--- config.mk ---
export PLATFORM = sky130hd
export DESIGN_NAME = register_file_mp
export DESIGN_NICKNAME = d
export VERILOG_FILES = /design/src/rtl/regfile_pkg.sv /design/src/rtl/regfile_scoreboard.sv /design/src/rtl/register_file_mp.sv
export SDC_FILE = /design/constraint.sdc
export NUM_CORES = 2
export LEC_CHECK = 0
export ABC_CLOCK_PERIOD_IN_PS = 4600
export BUFFER_PORTS_ARGS = -buffer_cell sky130_fd_sc_hd__buf_2
export CAP_MARGIN = 0
export CORE_AREA = 2 2 372 282
export DETAILED_ROUTE_END_ITERATION = 12
export DIE_AREA = 0 0 374 284
export GPL_ROUTABILITY_DRIVEN = 1
export GPL_TIMING_DRIVEN = 0
export PLACE_DENSITY_LB_ADDON = 0.2
export SYNTH_ARGS = -nofsm -noshare
export SYNTH_HDL_FRONTEND = slang
export SYNTH_SLANG_ARGS = --single-unit
--- constraint.sdc ---
create_clock -name clk -period 4.6 [get_ports clk]
set_input_delay 0.46 -clock clk [delete_from_list [all_inputs] [get_ports clk]]
set_output_delay 0.46 -clock clk [all_outputs]
set_load 0.01 [all_outputs]
--- src/rtl/regfile_pkg.sv ---
// Shared constants for the multi-port register file and its pending-bit scoreboard.
package regfile_pkg;

  localparam int unsigned DATA_W   = 32;
  localparam int unsigned ADDR_W   = 5;
  localparam int unsigned NUM_RD   = 2;
  localparam int unsigned ZERO_REG = 0;
  localparam int unsigned RA_REG   = 31;

endpackage

--- src/rtl/regfile_scoreboard.sv ---
// Pending-bit array: one bit per register, set by issue, cleared by writeback.
// A same-cycle set wins over clear, and entry 0 is held at zero.
module regfile_scoreboard #(
  parameter int unsigned ADDR_W = regfile_pkg::ADDR_W
) (
  input  logic                 clk_i,
  input  logic                 rst_ni,
  input  logic                 set_i,
  input  logic [ADDR_W-1:0]    set_addr_i,
  input  logic                 clr_i,
  input  logic [ADDR_W-1:0]    clr_addr_i,
  output logic [2**ADDR_W-1:0] pending_o,
  output logic                 any_o
);
  import regfile_pkg::*;

  localparam int unsigned Depth = 2 ** ADDR_W;

  logic [Depth-1:0] pending_d, pending_q;

  // Set is applied after clear: a new producer issued in the writeback cycle keeps the bit.
  always_comb begin
    pending_d = pending_q;
    if (clr_i) pending_d[clr_addr_i] = 1'b0;
    if (set_i) pending_d[set_addr_i] = 1'b1;
    pending_d[ZERO_REG] = 1'b0;
  end

  always_ff @(posedge clk_i or negedge rst_ni) begin
    if (!rst_ni) begin
      pending_q <= '0;
    end else begin
      pending_q <= pending_d;
    end
  end

  assign pending_o = pending_q;
  assign any_o     = |pending_q;

endmodule

--- src/rtl/register_file_mp.sv ---
// Multi-read-port register file with r0 hardwired to zero and a pending-bit scoreboard.
// Define REGFILE_BYPASS_EN to forward same-cycle write data to matching read ports.
module register_file_mp #(
  parameter int unsigned DATA_W = regfile_pkg::DATA_W,
  parameter int unsigned ADDR_W = regfile_pkg::ADDR_W,
  parameter int unsigned NUM_RD = regfile_pkg::NUM_RD
) (
  input  logic                     clk,
  input  logic                     rst_n,
  input  logic [NUM_RD*ADDR_W-1:0] rd_addr,
  output logic [NUM_RD*DATA_W-1:0] rd_data,
  output logic [NUM_RD-1:0]        rd_busy,
  input  logic                     wr_en,
  input  logic [ADDR_W-1:0]        wr_addr,
  input  logic [DATA_W-1:0]        wr_data,
  input  logic                     sb_set,
  input  logic [ADDR_W-1:0]        sb_addr,
  output logic                     sb_any
);
  import regfile_pkg::*;

  localparam int unsigned Depth = 2 ** ADDR_W;

  logic [DATA_W-1:0] regs_q [Depth];
  logic [Depth-1:0]  pending;
  logic              wr_valid;

  assign wr_valid = wr_en && (wr_addr != ADDR_W'(ZERO_REG));

  // Entry 0 is never written, so it stays at its reset value of zero.
  always_ff @(posedge clk or negedge rst_n) begin
    if (!rst_n) begin
      for (int i = 0; i < Depth; i++) begin
        regs_q[i] <= '0;
      end
    end else if (wr_valid) begin
      regs_q[wr_addr] <= wr_data;
    end
  end

  regfile_scoreboard #(
    .ADDR_W (ADDR_W)
  ) u_scoreboard (
    .clk_i      (clk),
    .rst_ni     (rst_n),
    .set_i      (sb_set),
    .set_addr_i (sb_addr),
    .clr_i      (wr_en),
    .clr_addr_i (wr_addr),
    .pending_o  (pending),
    .any_o      (sb_any)
  );

  for (genvar i = 0; i < NUM_RD; i++) begin : g_rd
    logic [ADDR_W-1:0] addr;
    logic [DATA_W-1:0] data;

    assign addr = rd_addr[i*ADDR_W +: ADDR_W];

`ifdef REGFILE_BYPASS_EN
    // Gated by rst_n so the read ports stay at zero throughout reset.
    always_comb begin
      data = regs_q[addr];
      if (rst_n && wr_valid && (wr_addr == addr)) data = wr_data;
    end
`else
    assign data = regs_q[addr];
`endif

    assign rd_data[i*DATA_W +: DATA_W] = data;
    assign rd_busy[i]                  = pending[addr];
  end

endmodule

Word level (Yosys, flattened, before mapping)
Index checks and enable logic that the tools add are counted.
- flip-flop bits (word level): 1055
- logic and storage cells: 74
- $lt $le $gt $ge: 10
- muxes and demuxes: 19
- bitwise gates (word level): 6
- reductions and logical operators: 6
- operators by type and width (kind ; number):
    1024-bit bitwise mux ; 1
    32-bit binary-select mux with 5-bit select ; 2
    32-bit two-way mux ; 7
    32-bit demux with 5-bit select ; 1
    32-bit bitwise AND ; 1
    32-bit inverter ; 1
    32-bit bitwise OR ; 1
    31-bit OR reduction ; 1
    5-bit by 6-bit less-than comparator with 1-bit output, second input constant ; 4
    6-bit >= comparator, second input constant ; 3
    5-bit inverter with 6-bit output ; 3
    1-bit binary-select mux with 5-bit select ; 2
    1-bit demux with 5-bit select ; 2
    5-bit by 1-bit >= comparator with 1-bit output, second input constant ; 2
    6-bit by 1-bit less-than comparator with 1-bit output, second input constant ; 1
    5-bit nonzero test ; 1
    1-bit logical AND ; 4
    1-bit two-way mux ; 4

Logic depth before layout (Yosys ltp)
- word-level depth: 9
- mapped depth: 8

By module
A second synthesis with hierarchy kept.
- cells, all modules: 4810
- area total of the unflattened synthesis: 57864.2 um^2
- modules (own cells, without submodules) (module ; times used ; cells an instance ; area an instance (um^2) ; sequential area each (um^2)):
    register_file_mp ; 1 ; 4679 ; 56515.5 ; 25624.6
    regfile_scoreboard ; 1 ; 131 ; 1348.8 ; 775.7

Least setup slack after synthesis
Ideal clock, no wire load.
- path kind: input-to-output
- start: in rd_addr[1]
- end: out rd_busy[0]
- arrival: 1.748 ns
- required time: 4.140 ns
- setup slack: 2.392 ns
- cell stages on the path: 7
- cells stage by stage: buf_6 > buf_6 > buf_6 > mux2_2 > or3_1 > nand4_1 > nand4_1
- cells in the longest elaborated chain, start to end: 2
- RTL lines (item ; line ; source):
    start: declaration ; register_file_mp.sv:10 ; input logic [NUM_RD*ADDR_W-1:0] rd_addr,
    1-bit binary-select mux with 5-bit select ; register_file_mp.sv:71 ; assign rd_busy[i] = pending[addr];
    1-bit two-way mux (implied by the code) ; register_file_mp.sv:71 ;
    end: declaration ; register_file_mp.sv:12 ; output logic [NUM_RD-1:0] rd_busy,
Every way passes these cells. The select of a mux whose other input is x is not followed.

Worst setup path after layout
- start: in rd_addr[0]
- end: out rd_data[11]
- cells in the longest elaborated chain, start to end: 4
- RTL lines (item ; line ; source):
    5-bit inverter with 6-bit output (implied by the code) ; register_file_mp.sv:67 ; assign data = regs_q[addr];
    32-bit binary-select mux with 5-bit select ; register_file_mp.sv:67 ;
    32-bit two-way mux (implied by the code) (2 in series) ; register_file_mp.sv:67 ;
    end: declaration ; register_file_mp.sv:11 ; output logic [NUM_RD*DATA_W-1:0] rd_data,
Every way passes these cells. The select of a mux whose other input is x is not followed.

==> results.ini <==
[pwr]
p_total_mw=27.4
vdd_ir_drop_max_mv=0.312
power_leakage_nw=26.3
power.density_cell_area_nw_per_um2=447

[run]
maxCapViolations=0

[route]
first_iter_violations=4093
ant_nets=0
drc=0
vias=35963
drt_pass1_iterations=8
vias_per_cell=6.97
routed_wl_mm=177
post_drt_wl_per_cell_um=34.3

[finish]
syn2layout_area_growth_pct=11.5
post-route-util_pct=59.7
fin_nets=3775
stdcell_count=5163
drive_gt1_share_pct=53.4
fill_cells=7912

[yosys]
synth_top_area_cell=dfrtp_1
ys.flop_type=dfrtp_1
synth-edff-count=0
synthArstFlopShare_pct=100
synth_fp_nets=3541
avgSynthCellArea_um2=15.7
synth.distinct_cells=42
syn_inst=3485
ys_top_cells_by_area=dfrtp_1, mux4_2, mux2_2
syn-cell-area_um2=54900
ys_ff_latch=1055
ys_warn_count=0
yosysTopAreaCellShare_pct=48.1
yosysSeqAreaShare_pct=48.1

[cts]
numCtsBuffers=108
cts.sinks=1055
clock_path_buffers=3
cts-root-buf=clkbuf_16
clock_latency_ns=0.73
cts_tree=done
clk_pin_slew_worst_paths_ns=0.06
htreeDepth=3

[place]
io_buffers=115
place_inst=4959
place_hpwl_mm=127
routabilityCongestion=0.991

[timing]
slew_viol_final=0
period_needed_ns=4.31
skew_ns=0
hold_viol_final=0
rsz0062_at_grt=false
fin_crit_sh_pct=93.8
max_freq_ghz=0.232
fin_setup_tns_ns=0
finalSetupViolations=0
tightest_slew_ns=1.32
maxSlewHeadroom_pct=12.2

[setup_path]
cp_data_required_time_ns=4.14
worstSetupPathType=in2out
start_kind=primary input
end_kind=output pin
cp_data_arrival_time_ns=3.85
crit_path_max_fanout=10

[grt]
grt_max_degree=163
grt_pass1_wl_mm=256
track_usage_pct=33.7
antenna_found_initial=12
grt_pass1_vias=35324
grt.overflow.total=0

[floorplanning]
die_h_um=284
die-area_um2=106000
core_um2=102000
rows=102
floorplan.initialDensity_pct=53.5
pin_count=123
die_width_um=374

[worst_hold_path]
worstHoldPathType=in2reg

[status]
status=finished clean

## state kept, by name, indices dropped and copies added, names as in the netlist
| name | count |
|---|---|
| regs_q | 1024 |
| u_scoreboard.pending_o | 31 |
## final cells by class
cell class / instances / area, um^2 / share of cell area (%)
Clock inverter: 57 / 791 / 1.29
Sequential cell: 1055 / 26400 / 43.1
Buffer: 400 / 2260 / 3.69
Inverter: 8 / 30.0 / 0.0491
Timing Repair Buffer: 124 / 821 / 1.34
Clock buffer: 140 / 3010 / 4.93
Antenna cell: 5 / 12.5 / 0.0204
Multi-Input combinational cell: 2022 / 26200 / 42.8
Tap cell: 1352 / 1690 / 2.76
## logic make-up (layout without fill, tap and decap cells)
family,Yosys count,in the layout,share of synthesized area [%]
flops,1055,1055,48.1
buf+inv,408,729,4.17
other cells,0,5,0
mux,1520,1520,41.8
simple gates,185,185,2.20
compound gates,317,317,3.69
## routing by layer
| metal | vias up | GRT usage, % | share of wire (%) |
|---|---|---|---|
| met2 | 1930 | 45.9 | 42 |
| met5 | - | 0 | 0.10 |
| met3 | 339 | 13.2 | 13 |
| met1 | 19482 | 49.9 | 42 |
| met4 | 14 | 9.87 | 3.0 |
| li1 | 14198 | - | - |
## critical path, stage by stage
cell,delay [ns]
buf_2,0.14
buf_2,0.24
inv_1,0.14
nand2_1,0.36
clkbuf_1,1.02
o22ai_1,0.42
nor4_1,0.80
buf_2,0.26
## synth_stat cells, types with 2 or more instances
| library cell | instances |
|---|---|
| dfrtp_1 | 1055 |
| mux2_2 | 963 |
| mux4_2 | 518 |
| o22ai_1 | 260 |
| clkbuf_1 | 178 |
| buf_2 | 115 |
| nor4_1 | 71 |
| buf_6 | 56 |
| buf_4 | 51 |
| mux2_1 | 37 |
| nand2_1 | 35 |
| o21ai_0 | 26 |
| a22o_1 | 15 |
| nor2_4 | 11 |
| nand3b_1 | 9 |
| inv_1 | 8 |
| o2111ai_1 | 8 |
| nand4_1 | 7 |
| nor2_1 | 7 |
| nor2b_1 | 6 |
| nand3_1 | 5 |
| nor3b_1 | 5 |
| nand2b_1 | 4 |
| o31a_1 | 4 |
| or3_1 | 4 |
| nand3b_4 | 3 |
| nor3b_2 | 3 |
| a41oi_1 | 2 |
| and3_1 | 2 |
| and3b_1 | 2 |
| mux2i_1 | 2 |
| nor3_1 | 2 |
| o211ai_1 | 2 |
## what timing repair did
| item | CTS | global route |
|---|---|---|
| hold endpoints to repair | 120 | 0 |
| hold buffers | 1 | 0 |
| setup buffers | 0 | 0 |
| gates resized for setup | 0 | 0 |
## final timing paths
check / slack, ns / endpoint / startpoint / depth (start not counted)
worst min register to register: 0.48 / regs_q[997] / regs_q[997] / 1
worst max register to register: 3.75 / u_scoreboard.pending_o[2] / u_scoreboard.pending_o[2] / 1
max in group asynchronous: 1.67 / regs_q[458] / rst_n / 5
worst max-delay path: 0.29 / rd_data[11] / rd_addr[0] / 8
worst min-delay path: 0.04 / regs_q[19] / wr_data[19] / 2
min in group asynchronous: 0.38 / regs_q[1012] / rst_n / 2
## stage by stage
stage               hold slack, ns  area, um^2  setup WS, ns
floorplan                    0.164       54900          2.39
global placement             0.453       57100        -20.37
detailed placement           0.464       57300         0.499
CTS                        0.00843       61200         0.494
global route                0.0265       61200         0.486
finish                      0.0395       61200         0.286
## layout by cell type, fill, tap and decap left out, types with 3 or more instances in the layout
master      count
diode_2         5
nand3_1         5
clkinv_2       21
mux4_2        518
clkinvlp_4     11
nand3b_1        9
nand3b_4        3
inv_1           8
nor2_1          7
dfrtp_1      1055
mux2_1         37
o31a_1          4
nor3b_2         3
or3_1           4
buf_4          51
nor2_4         11
nand2b_1        4
mux2_2        963
o21ai_0        26
nor4_1         71
nor2b_1         6
clkbuf_1      192
buf_6          56
clkbuf_8       17
buf_16          8
bufinv_16      17
o2111ai_1       8
a22o_1         15
o22ai_1       260
buf_2         229
nor3b_1         5
clkbuf_16     109
nand2_1        35
nand4_1         7
inv_6           4
## where the power goes
group / leakage [nW] / switching [mW] / internal, mW / total (mW)
logic: 10.9 / 2.24 / 3.19 / 5.42
clock network: 1.85 / 3.95 / 5.59 / 9.54
registers: 13.5 / 1.34 / 11.1 / 12.4
No activity file was read; power rests on OpenSTA's default activity.
